<file path="src/rtl/ap_ctrl_perf_monitor_if.sv">
// rtl/ap_ctrl_perf_monitor_if.sv - ap_ctrl handshake and statistics readout bundle
interface ap_ctrl_perf_monitor_if #(
    parameter int NUM_CH = 4,
    parameter int CNT_W  = 32,
    parameter int CH_W   = 2
);
    logic [NUM_CH-1:0] ap_start;
    logic [NUM_CH-1:0] ap_ready;
    logic [NUM_CH-1:0] ap_done;
    logic [NUM_CH-1:0] ap_continue;
    logic              rd_en;
    logic [CH_W-1:0]   rd_ch;
    logic [2:0]        rd_sel;
    logic [CNT_W-1:0]  rd_data;
    logic              rd_valid;
    logic [NUM_CH-1:0] busy;
    logic [NUM_CH-1:0] err;

    modport master (
        output ap_start, ap_ready, ap_done, ap_continue, rd_en, rd_ch, rd_sel,
        input  rd_data, rd_valid, busy, err
    );

    modport slave (
        input  ap_start, ap_ready, ap_done, ap_continue, rd_en, rd_ch, rd_sel,
        output rd_data, rd_valid, busy, err
    );
endinterface

</file>
<file path="src/rtl/ap_ctrl_perf_monitor.sv">
// rtl/ap_ctrl_perf_monitor.sv - per-channel ap_ctrl handshake statistics with saturating counters
module ap_ctrl_perf_monitor #(
    parameter int NUM_CH = 4,
    parameter int CNT_W  = 32,
    parameter int CH_W   = 2
) (
    input  logic                  clock,
    input  logic                  reset,
    input  logic                  finish,
    input  logic                  clear,
    ap_ctrl_perf_monitor_if.slave mon
);
    typedef enum logic [1:0] {
        S_IDLE = 2'd0,
        S_BUSY = 2'd1,
        S_HOLD = 2'd2
    } state_e;

    localparam logic [CNT_W-1:0] CNT_MAX = '1;
    localparam logic [CNT_W-1:0] CNT_ONE = CNT_W'(1);

    state_e           state_q     [NUM_CH];
    state_e           state_d     [NUM_CH];
    logic [CNT_W-1:0] lat_cnt_q   [NUM_CH];
    logic [CNT_W-1:0] lat_cnt_d   [NUM_CH];
    logic [CNT_W-1:0] txn_cnt_q   [NUM_CH];
    logic [CNT_W-1:0] txn_cnt_d   [NUM_CH];
    logic [CNT_W-1:0] last_lat_q  [NUM_CH];
    logic [CNT_W-1:0] last_lat_d  [NUM_CH];
    logic [CNT_W-1:0] min_lat_q   [NUM_CH];
    logic [CNT_W-1:0] min_lat_d   [NUM_CH];
    logic [CNT_W-1:0] max_lat_q   [NUM_CH];
    logic [CNT_W-1:0] max_lat_d   [NUM_CH];
    logic [CNT_W-1:0] last_int_q  [NUM_CH];
    logic [CNT_W-1:0] last_int_d  [NUM_CH];
    logic [CNT_W-1:0] int_cnt_q   [NUM_CH];
    logic [CNT_W-1:0] int_cnt_d   [NUM_CH];
    logic [CNT_W-1:0] stall_cnt_q [NUM_CH];
    logic [CNT_W-1:0] stall_cnt_d [NUM_CH];
    logic [CNT_W-1:0] ready_cnt_q [NUM_CH];
    logic [CNT_W-1:0] ready_cnt_d [NUM_CH];
    logic             int_valid_q [NUM_CH];
    logic             int_valid_d [NUM_CH];
    logic             err_q       [NUM_CH];
    logic             err_d       [NUM_CH];
    logic             commit      [NUM_CH];
    logic [CNT_W-1:0] commit_lat  [NUM_CH];

    logic [CNT_W-1:0] rd_data_q, rd_data_d;
    logic             rd_valid_q, rd_valid_d;
    logic [CNT_W-1:0] sel_val [2**CH_W];
    logic [NUM_CH-1:0] busy_w, err_w;

    function automatic logic [CNT_W-1:0] sat_inc(input logic [CNT_W-1:0] v);
        return (v == CNT_MAX) ? v : v + CNT_ONE;
    endfunction

    always_ff @(posedge clock) begin
        if (reset || clear) begin
            for (int c = 0; c < NUM_CH; c++) begin
                state_q[c]     <= S_IDLE;
                lat_cnt_q[c]   <= '0;
                txn_cnt_q[c]   <= '0;
                last_lat_q[c]  <= '0;
                min_lat_q[c]   <= '1;
                max_lat_q[c]   <= '0;
                last_int_q[c]  <= '0;
                int_cnt_q[c]   <= '0;
                stall_cnt_q[c] <= '0;
                ready_cnt_q[c] <= '0;
                int_valid_q[c] <= 1'b0;
                err_q[c]       <= 1'b0;
            end
            rd_data_q  <= '0;
            rd_valid_q <= 1'b0;
        end else begin
            for (int c = 0; c < NUM_CH; c++) begin
                state_q[c]     <= state_d[c];
                lat_cnt_q[c]   <= lat_cnt_d[c];
                txn_cnt_q[c]   <= txn_cnt_d[c];
                last_lat_q[c]  <= last_lat_d[c];
                min_lat_q[c]   <= min_lat_d[c];
                max_lat_q[c]   <= max_lat_d[c];
                last_int_q[c]  <= last_int_d[c];
                int_cnt_q[c]   <= int_cnt_d[c];
                stall_cnt_q[c] <= stall_cnt_d[c];
                ready_cnt_q[c] <= ready_cnt_d[c];
                int_valid_q[c] <= int_valid_d[c];
                err_q[c]       <= err_d[c];
            end
            rd_data_q  <= rd_data_d;
            rd_valid_q <= rd_valid_d;
        end
    end

    // finish gates every per-channel update; readout stays live in the output process
    always_comb begin
        for (int c = 0; c < NUM_CH; c++) begin
            state_d[c]     = state_q[c];
            lat_cnt_d[c]   = lat_cnt_q[c];
            txn_cnt_d[c]   = txn_cnt_q[c];
            last_lat_d[c]  = last_lat_q[c];
            min_lat_d[c]   = min_lat_q[c];
            max_lat_d[c]   = max_lat_q[c];
            last_int_d[c]  = last_int_q[c];
            int_cnt_d[c]   = int_cnt_q[c];
            stall_cnt_d[c] = stall_cnt_q[c];
            ready_cnt_d[c] = ready_cnt_q[c];
            int_valid_d[c] = int_valid_q[c];
            err_d[c]       = err_q[c];
            commit[c]      = 1'b0;
            commit_lat[c]  = '0;

            if (!finish) begin
                case (state_q[c])
                    S_IDLE: begin
                        if (mon.ap_start[c] && !mon.ap_done[c]) begin
                            state_d[c]   = S_BUSY;
                            lat_cnt_d[c] = CNT_ONE;
                        end else if (mon.ap_start[c] && mon.ap_done[c]) begin
                            commit[c]     = 1'b1;
                            commit_lat[c] = CNT_ONE;
                            if (!mon.ap_continue[c]) state_d[c] = S_HOLD;
                        end else if (mon.ap_done[c]) begin
                            err_d[c] = 1'b1;
                        end
                    end
                    S_BUSY: begin
                        if (mon.ap_done[c]) begin
                            commit[c]     = 1'b1;
                            commit_lat[c] = sat_inc(lat_cnt_q[c]);
                            state_d[c]    = mon.ap_continue[c] ? S_IDLE : S_HOLD;
                        end else begin
                            lat_cnt_d[c] = sat_inc(lat_cnt_q[c]);
                        end
                    end
                    S_HOLD: begin
                        if (mon.ap_continue[c]) begin
                            state_d[c] = S_IDLE;
                        end else if (!mon.ap_done[c]) begin
                            err_d[c]   = 1'b1;
                            state_d[c] = S_IDLE;
                        end else begin
                            stall_cnt_d[c] = sat_inc(stall_cnt_q[c]);
                        end
                    end
                    default: state_d[c] = S_IDLE;
                endcase

                if (commit[c]) begin
                    txn_cnt_d[c]  = sat_inc(txn_cnt_q[c]);
                    last_lat_d[c] = commit_lat[c];
                    if (commit_lat[c] < min_lat_q[c]) min_lat_d[c] = commit_lat[c];
                    if (commit_lat[c] > max_lat_q[c]) max_lat_d[c] = commit_lat[c];
                end

                if (mon.ap_ready[c]) begin
                    if (int_valid_q[c]) last_int_d[c] = int_cnt_q[c];
                    int_cnt_d[c]   = CNT_ONE;
                    int_valid_d[c] = 1'b1;
                    ready_cnt_d[c] = sat_inc(ready_cnt_q[c]);
                end else if (int_valid_q[c]) begin
                    int_cnt_d[c] = sat_inc(int_cnt_q[c]);
                end
            end
        end
    end

    // unused channel slots in the select table stay zero so out-of-range reads return 0
    always_comb begin
        for (int c = 0; c < 2**CH_W; c++) sel_val[c] = '0;
        for (int c = 0; c < NUM_CH; c++) begin
            busy_w[c] = (state_q[c] == S_BUSY) || (state_q[c] == S_HOLD);
            err_w[c]  = err_q[c];
            case (mon.rd_sel)
                3'd0:    sel_val[c] = txn_cnt_q[c];
                3'd1:    sel_val[c] = last_lat_q[c];
                3'd2:    sel_val[c] = min_lat_q[c];
                3'd3:    sel_val[c] = max_lat_q[c];
                3'd4:    sel_val[c] = last_int_q[c];
                3'd5:    sel_val[c] = stall_cnt_q[c];
                3'd6:    sel_val[c] = ready_cnt_q[c];
                default: sel_val[c] = CNT_W'({int_valid_q[c], err_q[c], state_q[c]});
            endcase
        end
        rd_valid_d = mon.rd_en;
        rd_data_d  = mon.rd_en ? sel_val[mon.rd_ch] : rd_data_q;
    end

    assign mon.rd_data  = rd_data_q;
    assign mon.rd_valid = rd_valid_q;
    assign mon.busy     = busy_w;
    assign mon.err      = err_w;
endmodule

</file>
<file path="src/flat_wrapper.sv">
// flat-port wrapper written by rule: the top's interface ports become plain ports
module ap_ctrl_perf_monitor_flat 
#(
    parameter int NUM_CH = 4,
    parameter int CNT_W  = 32,
    parameter int CH_W   = 2
)
  (clock, reset, finish, clear, mon_ap_start, mon_ap_ready, mon_ap_done, mon_ap_continue, mon_rd_en, mon_rd_ch, mon_rd_sel, mon_rd_data, mon_rd_valid, mon_busy, mon_err);
  ap_ctrl_perf_monitor_if #(.NUM_CH(NUM_CH), .CNT_W(CNT_W), .CH_W(CH_W)) mon_i ();
  input  logic clock;
  input  logic reset;
  input  logic finish;
  input  logic clear;
  input wire logic [$bits(mon_i.ap_start)-1:0] mon_ap_start;
  input wire logic [$bits(mon_i.ap_ready)-1:0] mon_ap_ready;
  input wire logic [$bits(mon_i.ap_done)-1:0] mon_ap_done;
  input wire logic [$bits(mon_i.ap_continue)-1:0] mon_ap_continue;
  input wire logic [$bits(mon_i.rd_en)-1:0] mon_rd_en;
  input wire logic [$bits(mon_i.rd_ch)-1:0] mon_rd_ch;
  input wire logic [$bits(mon_i.rd_sel)-1:0] mon_rd_sel;
  output wire logic [$bits(mon_i.rd_data)-1:0] mon_rd_data;
  output wire logic [$bits(mon_i.rd_valid)-1:0] mon_rd_valid;
  output wire logic [$bits(mon_i.busy)-1:0] mon_busy;
  output wire logic [$bits(mon_i.err)-1:0] mon_err;
  assign mon_i.ap_start = mon_ap_start;
  assign mon_i.ap_ready = mon_ap_ready;
  assign mon_i.ap_done = mon_ap_done;
  assign mon_i.ap_continue = mon_ap_continue;
  assign mon_i.rd_en = mon_rd_en;
  assign mon_i.rd_ch = mon_rd_ch;
  assign mon_i.rd_sel = mon_rd_sel;
  assign mon_rd_data = mon_i.rd_data;
  assign mon_rd_valid = mon_i.rd_valid;
  assign mon_busy = mon_i.busy;
  assign mon_err = mon_i.err;
  ap_ctrl_perf_monitor #(.NUM_CH(NUM_CH), .CNT_W(CNT_W), .CH_W(CH_W)) u_core (.clock(clock), .reset(reset), .finish(finish), .clear(clear), .mon(mon_i));
endmodule
</file>
<file path="config.mk">
export PLATFORM = sky130hd
export DESIGN_NAME = ap_ctrl_perf_monitor_flat
export DESIGN_NICKNAME = d
export VERILOG_FILES = /design/src/rtl/ap_ctrl_perf_monitor_if.sv /design/src/rtl/ap_ctrl_perf_monitor.sv /design/src/flat_wrapper.sv
export SDC_FILE = /design/constraint.sdc
export NUM_CORES = 2
export LEC_CHECK = 0
export BUFFER_PORTS_ARGS = -buffer_cell sky130_fd_sc_hd__buf_2
export CORE_MARGIN = 2
export CORE_UTILIZATION = 30
export CTS_CLUSTER_DIAMETER = 100
export DETAILED_ROUTE_END_ITERATION = 16
export GPL_ROUTABILITY_DRIVEN = 0
export PLACE_DENSITY_LB_ADDON = 0.3
export SYNTH_ARGS = -nofsm -noshare
export SYNTH_HDL_FRONTEND = slang
export SYNTH_SLANG_ARGS = --single-unit
</file>
<file path="constraint.sdc">
create_clock -name clock -period 11.9 [get_ports clock]
set_input_delay 1.19 -clock clock [delete_from_list [all_inputs] [get_ports clock]]
set_output_delay 1.19 -clock clock [all_outputs]
set_load 0.03 [all_outputs]
</file>
==> impl_metrics.yaml <==
logic_synthesis:
  synthMuxAreaShare_pct: 0.668
  synth_seq_cells: 1201
  synth_nets: 8579
  synth-xor-area-share_pct: 6.97
  synth.avg_cell_area_um2: 7.79
  synth_edf_count: 0
  synthArstFlopShare_pct: 0
  syn_area_um2: 64500
  synth_fa_ha_area_share_pct: 5.51
  synth-compound-area-share_pct: 19.0
  ys_types: 82
  synth_top_family_by_area: "simple AND/OR/NAND/NOR gates"
  ys.flop_type: "dfxtp_1"
  synth_cells: 8269
  synthSimpleGateAreaFrac_pct: 25.1
  synth-seq-area-share_pct: 37.3
  ys_warn_count: 0
timing:
  fin_tns_setup_ns: 0
  post-route-min-period_ns: 6.13
  finClkSkew_ns: 0.0332
  fin_hold_ws_ns: 0.452
  slew_viol_final: 0
  rsz0062_at_grt: "false"
  setup_slack_ns: 5.77
  tightest_slew_ns: 1.37
  setup-violations-final: 0
  hold_viol: 0
  min_period_over_period_pct: 51.5
  slew_headroom_pct: 8.17
  max_freq_ghz: 0.163
setup_path:
  critical_path_arrival_ns: 6.85
  path_max_fanout: 20
  crit_required_ns: 12.63
  end_kind: "register"
  start_kind: "register"
  crit_type: "reg -> reg"
clocking:
  cts_buffer_depth: 3
  post_cts_buffers: 0
  cts_resized: 0
  cts_buffers: 145
  hold_buffers: 0
  cts_tree: "yes"
  htree_levels: 4
  root_buffer: "clkbuf_16"
  clk_latency_ns: 0.81
  clk_pin_slew_ns: 0.07
  clock-sinks: 1201
drt:
  drtAntennaViolNets: 0
  vias: 61300
  drt_iter0_drc: 5976
  vias_per_cell: 5.59
  avgRoutedWirePerCell_um: 21.3
  drt_pass1_iterations: 6
  drc_errors: 0
  drt-total-wl_um: 233000
cells_and_area:
  layout.nets: 8344
  drive_above_1_share_pct: 5.16
  synthToLayoutAreaGrowth_pct: 11.4
  finalInstanceArea_um2: 71800
  fill_cells: 22700
hold_path:
  holdCritPathClass: "reg -> reg"
floorplan:
  coreArea_um2: 214000
  die_y_um: 468
  die_x_um: 468
  start_util_pct: 30.1
  io_pins: 67
  rows: 170
  die_area_um2: 219000
flow_run:
  drv_cap: 0
power:
  ir_drop_mv: 0.120
  power.density_nw_per_um2: 125
  leakage_uw: 0.0247
global_routing:
  grt_max_degree: 196
  grt_use_total_pct: 20.6
  grt_overflow_total: 0
  grt_pass1_vias: 56600
  antenna_found_initial: 12
  grt_first_pass_wirelength_um: 353000
placement:
  place_ws_ns: 5.91
  portBuffers: 66
  hpwl_um: 166000
  dpl_cell_area_um2: 67100
status:
  status: "finished clean"
## stage by stage
stage | power, uW | utilization, % | std cells
CTS | 9020 | 33.5 | 11000
floorplan | 4410 | - | 8269
global placement | 4600 | 31.4 | 10700
detailed placement | 4610 | 31.4 | 10700
global route | 9210 | 33.5 | 11000
finish | 8950 | 33.5 | 11000
## report_power, final
part | total [uW] | switching, uW | leakage, uW | internal (uW)
Clock | 4430 | 1860 | 0.00228 | 2570
Sequential | 4060 | 20.8 | 0.00969 | 4040
Combinational | 462 | 369 | 0.0127 | 93.1
Total | 8950 | 2250 | 0.0247 | 6700
## state kept, by name (all words and copies together) (netlist names)
| signal | count |
|---|---|
| u_core.int_cnt_q | 128 |
| u_core.last_int_q | 128 |
| u_core.last_lat_q | 128 |
| u_core.lat_cnt_q | 128 |
| u_core.max_lat_q | 128 |
| u_core.min_lat_q | 128 |
| u_core.ready_cnt_q | 128 |
| u_core.stall_cnt_q | 128 |
| u_core.txn_cnt_q | 128 |
| u_core.mon.rd_data | 32 |
| u_core.state_q | 8 |
| u_core.err_q | 4 |
| u_core.int_valid_q | 4 |
| u_core.mon.rd_valid | 1 |
## placed cells by master, fill, tap and decap left out, types with 33 or more instances in the layout
master,count
and2_1,42
nor2_1,987
a22oi_1,231
nand4_1,256
a21oi_1,616
xnor2_1,234
a22o_1,126
o211ai_1,82
nor3_1,164
a31oi_1,50
buf_4,77
mux2i_1,34
and3_1,94
o21ai_0,386
nor4_1,64
ha_1,284
nor2b_1,69
nand2_1,846
or3_1,132
a221oi_1,128
clkbuf_1,40
inv_1,378
xor2_1,279
clkbuf_16,148
nand3_1,566
a211oi_1,33
dfxtp_1,1201
o31ai_1,69
buf_2,65
a21o_1,64
and4_1,85
## Yosys cell counts, types with 11 or more instances
library cell | count | area share [%]
o31ai_1 | 70 | 0.82
clkbuf_1 | 460 | 2.7
nand3_1 | 567 | 4.4
o211ai_1 | 82 | 0.96
a31oi_1 | 52 | 0.50
or4_1 | 18 | 0.21
o21a_1 | 18 | 0.21
nor2b_1 | 69 | 0.67
a22oi_1 | 231 | 2.7
or3_1 | 132 | 1.3
xor2_1 | 279 | 3.8
mux2i_1 | 34 | 0.53
inv_1 | 379 | 2.2
nor3_1 | 166 | 1.3
a211oi_1 | 33 | 0.38
dfxtp_1 | 1201 | 37
buf_2 | 11 | 0.085
nand2b_1 | 14 | 0.14
a22o_1 | 126 | 1.7
o21ai_0 | 392 | 3.0
a21oi_1 | 616 | 4.8
nand3b_1 | 14 | 0.16
nand4_1 | 256 | 2.5
ha_1 | 284 | 5.5
a2111oi_0 | 11 | 0.15
and3_1 | 94 | 0.91
xnor2_1 | 234 | 3.2
buf_1 | 46 | 0.27
and2_1 | 43 | 0.42
nand2_1 | 846 | 4.9
a221oi_1 | 128 | 1.7
nor2_1 | 989 | 5.8
o31a_1 | 11 | 0.15
a21o_1 | 64 | 0.75
nor3b_1 | 13 | 0.15
and4_1 | 85 | 1.2
nor4_1 | 64 | 0.62
## cell families after synthesis
family	after synthesis
DFF	1201
and+or+nand+nor	3411
buffers and inverters	907
adders and majority gates	284
xor gates and xnor gates	513
AOI/OAI and AO/OA	1912
muxes	41
## path summary, 6_finish.rpt
kind,from,cells past startpoint,slack (ns),end
setup reg to reg,u_core.lat_cnt_q[2][19],16,5.77,u_core.max_lat_q[2][21]
setup / recovery,u_core.lat_cnt_q[2][19],16,5.77,u_core.max_lat_q[2][21]
hold reg to reg,u_core.last_lat_q[3][22],2,0.45,u_core.last_lat_q[3][22]
hold / removal,u_core.last_lat_q[3][22],2,0.45,u_core.last_lat_q[3][22]
## critical path, cell delays in order, from the launching register on
cell       delay [ns]
dfxtp_1          0.51
nand4_1          0.26
nor4_1           0.54
nand4_1          0.67
mux2_2           0.51
nand2_1          0.07
inv_1            0.16
ha_1             0.35
nor2b_1          0.14
o21a_1           0.16
o21ai_0          0.15
nand2b_1         0.07
a2111oi_0        1.05
o21a_1           0.65
buf_4            0.39
o21ai_0          0.15
a21oi_1          0.19
## metal layers
metal  up-vias  share of wire [%]  routed length, um  track usage, %
met5         -             0.0090                 21               0
met4         4                4.1               9530            8.24
met3       415                6.5              15200            2.88
met2      2174                 45             106000            33.0
met1     29800                 44             103000            27.8
li1      28900                  -                  -               -
## area by class of cell
cell class / count / area, um^2 / share of cell area [%]
multi-input combinational: 6161 / 37100 / 51.7
sequential: 1201 / 24000 / 33.5
clock buffer: 218 / 4270 / 5.94
tap: 2838 / 3550 / 4.95
inverter: 379 / 1430 / 1.99
timing repair buffer: 146 / 983 / 1.37
clock inverter: 35 / 404 / 0.563
antenna: 1 / 2.50 / 0.00349
No activity file was read; power rests on OpenSTA's default activity.
